### src/rtl/demux16_seq_if.sv
// Bundle of the serial-in / 16-lane-out signals of demux16_seq.
// master drives the serial side; slave is the demultiplexer itself.
interface demux16_seq_if;
   logic        din;
   logic        din_valid;
   logic [0:3]  sel;
   logic        auto_mode;
   logic        clear;
   logic [0:15] dout;
   logic        frame_valid;
   logic [0:3]  ptr;
   logic        busy;

   modport master (
      output din, din_valid, sel, auto_mode, clear,
      input  dout, frame_valid, ptr, busy
   );

   modport slave (
      input  din, din_valid, sel, auto_mode, clear,
      output dout, frame_valid, ptr, busy
   );
endinterface

### src/rtl/demux16_seq.sv
// Serial-to-16-lane demultiplexer: addressed single-lane writes in manual mode,
// or 16-bit frame assembly with an auto-incrementing fill pointer in auto mode.
module demux16_seq (
   input  logic               clk,
   input  logic               reset,
   demux16_seq_if.slave       bus
);

   typedef enum logic {
      IDLE,
      FILL
   } state_e;

   state_e      state_q;
   logic [0:15] dout_q;
   logic [0:15] shadow_q;
   logic [0:3]  ptr_q;
   logic        frame_valid_q;

   logic [0:15] dout_man_d;
   logic [0:15] frame_d;
   logic [0:15] shadow_d;

   always_comb begin
      dout_man_d            = dout_q;
      dout_man_d[bus.sel]   = bus.din;
      shadow_d              = shadow_q;
      shadow_d[ptr_q]       = bus.din;
      // Lane 15 of a completed frame comes straight from din, not the shadow.
      frame_d               = {shadow_q[0:14], bus.din};
   end

   always_ff @(posedge clk) begin
      if (reset) begin
         state_q       <= IDLE;
         dout_q        <= '0;
         shadow_q      <= '0;
         ptr_q         <= '0;
         frame_valid_q <= 1'b0;
      end else begin
         frame_valid_q <= 1'b0;
         if (bus.clear) begin
            state_q  <= IDLE;
            shadow_q <= '0;
            ptr_q    <= '0;
         end else if (!bus.auto_mode) begin
            state_q  <= IDLE;
            shadow_q <= '0;
            ptr_q    <= '0;
            if (bus.din_valid) begin
               dout_q <= dout_man_d;
            end
         end else if (bus.din_valid) begin
            if (ptr_q == 4'd15) begin
               dout_q        <= frame_d;
               frame_valid_q <= 1'b1;
               shadow_q      <= '0;
               ptr_q         <= '0;
               state_q       <= IDLE;
            end else begin
               shadow_q <= shadow_d;
               ptr_q    <= ptr_q + 4'd1;
               state_q  <= FILL;
            end
         end
      end
   end

   assign bus.dout        = dout_q;
   assign bus.frame_valid = frame_valid_q;
   assign bus.ptr         = ptr_q;
   assign bus.busy        = (state_q == FILL);

endmodule

### src/flat_wrapper.sv
// flat-port wrapper written by rule: the top's interface ports become plain ports
module demux16_seq_flat 
  (clk, reset, bus_din, bus_din_valid, bus_sel, bus_auto_mode, bus_clear, bus_dout, bus_frame_valid, bus_ptr, bus_busy);
  demux16_seq_if bus_i ();
  input  logic clk;
  input  logic reset;
  input wire logic [$bits(bus_i.din)-1:0] bus_din;
  input wire logic [$bits(bus_i.din_valid)-1:0] bus_din_valid;
  input wire logic [$bits(bus_i.sel)-1:0] bus_sel;
  input wire logic [$bits(bus_i.auto_mode)-1:0] bus_auto_mode;
  input wire logic [$bits(bus_i.clear)-1:0] bus_clear;
  output wire logic [$bits(bus_i.dout)-1:0] bus_dout;
  output wire logic [$bits(bus_i.frame_valid)-1:0] bus_frame_valid;
  output wire logic [$bits(bus_i.ptr)-1:0] bus_ptr;
  output wire logic [$bits(bus_i.busy)-1:0] bus_busy;
  assign bus_i.din = bus_din;
  assign bus_i.din_valid = bus_din_valid;
  assign bus_i.sel = bus_sel;
  assign bus_i.auto_mode = bus_auto_mode;
  assign bus_i.clear = bus_clear;
  assign bus_dout = bus_i.dout;
  assign bus_frame_valid = bus_i.frame_valid;
  assign bus_ptr = bus_i.ptr;
  assign bus_busy = bus_i.busy;
  demux16_seq u_core (.clk(clk), .reset(reset), .bus(bus_i));
endmodule
### config.mk
export PLATFORM = sky130hd
export DESIGN_NAME = demux16_seq_flat
export DESIGN_NICKNAME = d
export VERILOG_FILES = /design/src/rtl/demux16_seq_if.sv /design/src/rtl/demux16_seq.sv /design/src/flat_wrapper.sv
export SDC_FILE = /design/constraint.sdc
export NUM_CORES = 1
export LEC_CHECK = 0
export CAP_MARGIN = 20
export CORE_ASPECT_RATIO = 1.75
export CORE_MARGIN = 10
export CORE_UTILIZATION = 40
export CTS_BUF_LIST = sky130_fd_sc_hd__clkbuf_4 sky130_fd_sc_hd__clkbuf_8 sky130_fd_sc_hd__clkbuf_16
export DETAILED_ROUTE_END_ITERATION = 10
export PLACE_DENSITY = 0.64
export SYNTH_ARGS = -nofsm -noshare
export SYNTH_HDL_FRONTEND = slang
export SYNTH_SLANG_ARGS = --single-unit
### constraint.sdc
create_clock -name clk -period 2.4 [get_ports clk]
set_clock_uncertainty 0.1 [all_clocks]
set_input_delay 0.36 -clock clk [delete_from_list [all_inputs] [get_ports clk]]
set_output_delay 0.36 -clock clk [all_outputs]
set_load 0.01 [all_outputs]
==> metrics <==
initial antenna violation count 0; drt initial violations 217; Initial Utilization 40.9%; Final Max Tran Viols 0; fill count 473; Area growth, synth to finish 22.2%; Adder-Cell Fraction of Synth Area 2.46%; post-synthesis async set-or-reset flop share 0%; core area 4980 µm²; antenna cells 0; first-pass GRT wire length 9230 µm; CTS clk-pin slew, worst paths 0.08 ns; die width 73.9 µm; Post-Synth Simple-Gate Area 23.8%; grt ovf 0; Arr. time, crit path 2.04 ns; Final min period 1.94 ns; CP Class flip-flop to flip-flop; Sw Pwr 301 µW; number of max-cap violations 0; Synthesized Nets 237; sequential share of power 47.7%; crit path cell chain ha_1 -> and3_1 -> buf_4 -> a221oi_1 -> a311oi_1; Area contributors post-synth dfxtp_1, a221oi_1, a22o_1, a311oi_1, nand2_1; dominant synthesized flop cell dfxtp_1; Worst path max stage delay 0.46 ns; fmax 514 MHz; Yosys warnings 0; status completed; vias in the first global route 1,862; Slew @ Worst Pin 0.544 ns; Yosys top cell area share 36.4%; post-CTS sizing 0; # nets final 260; post-DR wirelength/cell 18.1 µm; setup tns final 0 ns; # rows 34; count leader, synth dfxtp_1; RSZ-0062 raised after global routing no; Hold Path Class flip-flop to flip-flop; EDFF count, synth 0; Netlist Area Pre-Place 2040 µm²; clk_lat worst skew 0.29 ns; clock root buffer clkbuf_8; Final period util 81.0%; critical path's slowest cell dfxtp_1; H-tree depth 2; I/O Pins 32; sequential cell area 741 µm²; mux cell area share after synthesis 1.97%; vias per inst 6.33; die area 8460 µm²; Comb pwr share 8.1%; largest family of logic cells by synthesized area compound AO/OA/AOI/OAI gates; #FFs+latches synth 37; Synth cell types 38; Mean Syn Cell Area 9.13 µm²; post-CTS repair timing setup buffer count 0; DR DRC count 0; placed instance count 293; global-route total usage across every layer 13.5%; routability cong. 0.831; Non-Filler Instances 301; Yosys top cell by area dfxtp_1; relative max-transition margin 63.6%; Post-Synthesis Cells 223; Die Y 114 µm; Pwr per Cell Area 522 nW/µm²; count of final setup violators 0; crit start category flip-flop; final hold viol count 0; Post-DRT Antenna Nets 0; area of the multi-input gates 1150 µm²; # port buffers 31; sw frac 23.1%; detailed-placement wirelength estimate 4060 µm; Peak VDD IR 354 µV; proportion of layout cells with a drive suffix above 1 10.9%; final core occ 50.0%; final WL 5460 µm; crit path max fanout 31; xor and xnor area share after synthesis 1.29%; Hold-fix buffers, CTS 0; Critical Path RT 2.49 ns; design internal power 998 µW; Static Leak 0.000790 µW; sequential fraction of the synthesis area 36.4%; Initial DRT Pass Iterations 4; clk buf depth 2; largest net degree at the start of global routing 32; Post-synth top cells dfxtp_1, nand2_1, a221oi_1, a22o_1, a311oi_1; Inserted Clock Buffers 5; vias 1,906; clock sink total 37; Clk pwr share 44.2%; Worst Setup End Kind flip-flop; Compound-Gate Fraction of Synth Area 27.0%; CTS tree done; flop-to-flop setup slack 0.46 ns
-- cell usage in the layout, fill, tap and decap left out, drive strengths merged, types with 4 or more instances in the layout --
cell type	netlist	routed
dfxtp	37	37
clkdlybuf4s50	0	31
nand2	20	20
a22o	15	15
a221oi	15	15
a311oi	15	15
a21oi	13	13
buf	14	12
nor2	9	9
nand2b	6	6
o211ai	6	6
nand3	6	6
clkbuf	13	6
nand4	5	5
nand4b	4	4
mux2i	4	4
ha	4	4
-- cell families after synthesis --
logic type | count (synthesis)
DFF | 37
buffers and inverters | 29
and+or+nand+nor | 76
xor gates and xnor gates | 3
adders and majority gates | 4
AOI/OAI and AO/OA | 70
muxes | 4
-- per-layer routing --
| layer | track usage (%) | part of all wire, % | wire length (µm) |
|---|---|---|---|
| met5 | 0 | 0 | 0 |
| met4 | 9.49 | 5.8 | 318 |
| met3 | 3.91 | 6.6 | 360 |
| met2 | 22.1 | 50 | 2740 |
| met1 | 14.1 | 37 | 2040 |
-- path summary, 6_finish.rpt --
kind | from | to | depth (start not counted)
max | u_core.bus.ptr[3]$_SDFFE_PP0P_ | u_core.bus.dout[10]$_SDFFE_PP0P_ | 5
min | u_core.bus.busy$_SDFFE_PP0P_ | u_core.bus.busy$_SDFFE_PP0P_ | 2
max reg2reg | u_core.bus.ptr[3]$_SDFFE_PP0P_ | u_core.bus.dout[10]$_SDFFE_PP0P_ | 5
min reg2reg | u_core.bus.busy$_SDFFE_PP0P_ | u_core.bus.busy$_SDFFE_PP0P_ | 2
-- final cells by class --
cell class	count	area share, %
clock buffers	6	3.32
clock inverters	2	1.51
inverters	2	0.302
multi-input cells	157	46.3
flip-flops and latches	37	29.8
well taps	54	2.71
repair buffers	43	16.1
-- through the flow --
stage	hold WS (ns)	total power, µW	instance area [µm²]	setup slack, ns
after floorplan	0.360	696	2040	0.621
after global placement	0.358	738	2370	0.236
after detailed placement	0.361	739	2370	0.204
after CTS	0.380	1310	2490	0.466
after global routing	0.400	1340	2490	0.315
final	0.377	1300	2490	0.456
-- registers in the layout, summed over array words and instances (netlist names) --
register,cells
u_core.bus.ptr,4
u_core.shadow_q,15
u_core.bus.dout,16
u_core.bus.frame_valid,1
u_core.bus.busy,1
-- worst max-delay path, delay by kind of cell (launching register included) --
family,cells,cell delay (ns)
AO/OA/AOI/OAI,2,0.42
AND/OR/NAND/NOR,1,0.21
adder cells (fa/ha/maj),1,0.35
buffers and inverters,1,0.30
flip-flops,1,0.46
-- power groups by stage --
| stage | Combinational [µW] | Sequential, µW | Clock [µW] |
|---|---|---|---|
| 2_1_floorplan | 60.9 | 635 | 0 |
| 3_3_place_gp | 105 | 634 | 0 |
| 3_5_place_dp | 106 | 634 | 0 |
| 4_1_cts | 106 | 619 | 585 |
| 5_1_grt | 115 | 620 | 606 |
| 6_report | 106 | 619 | 574 |
Note: power is estimated with default switching activity, not from simulation.
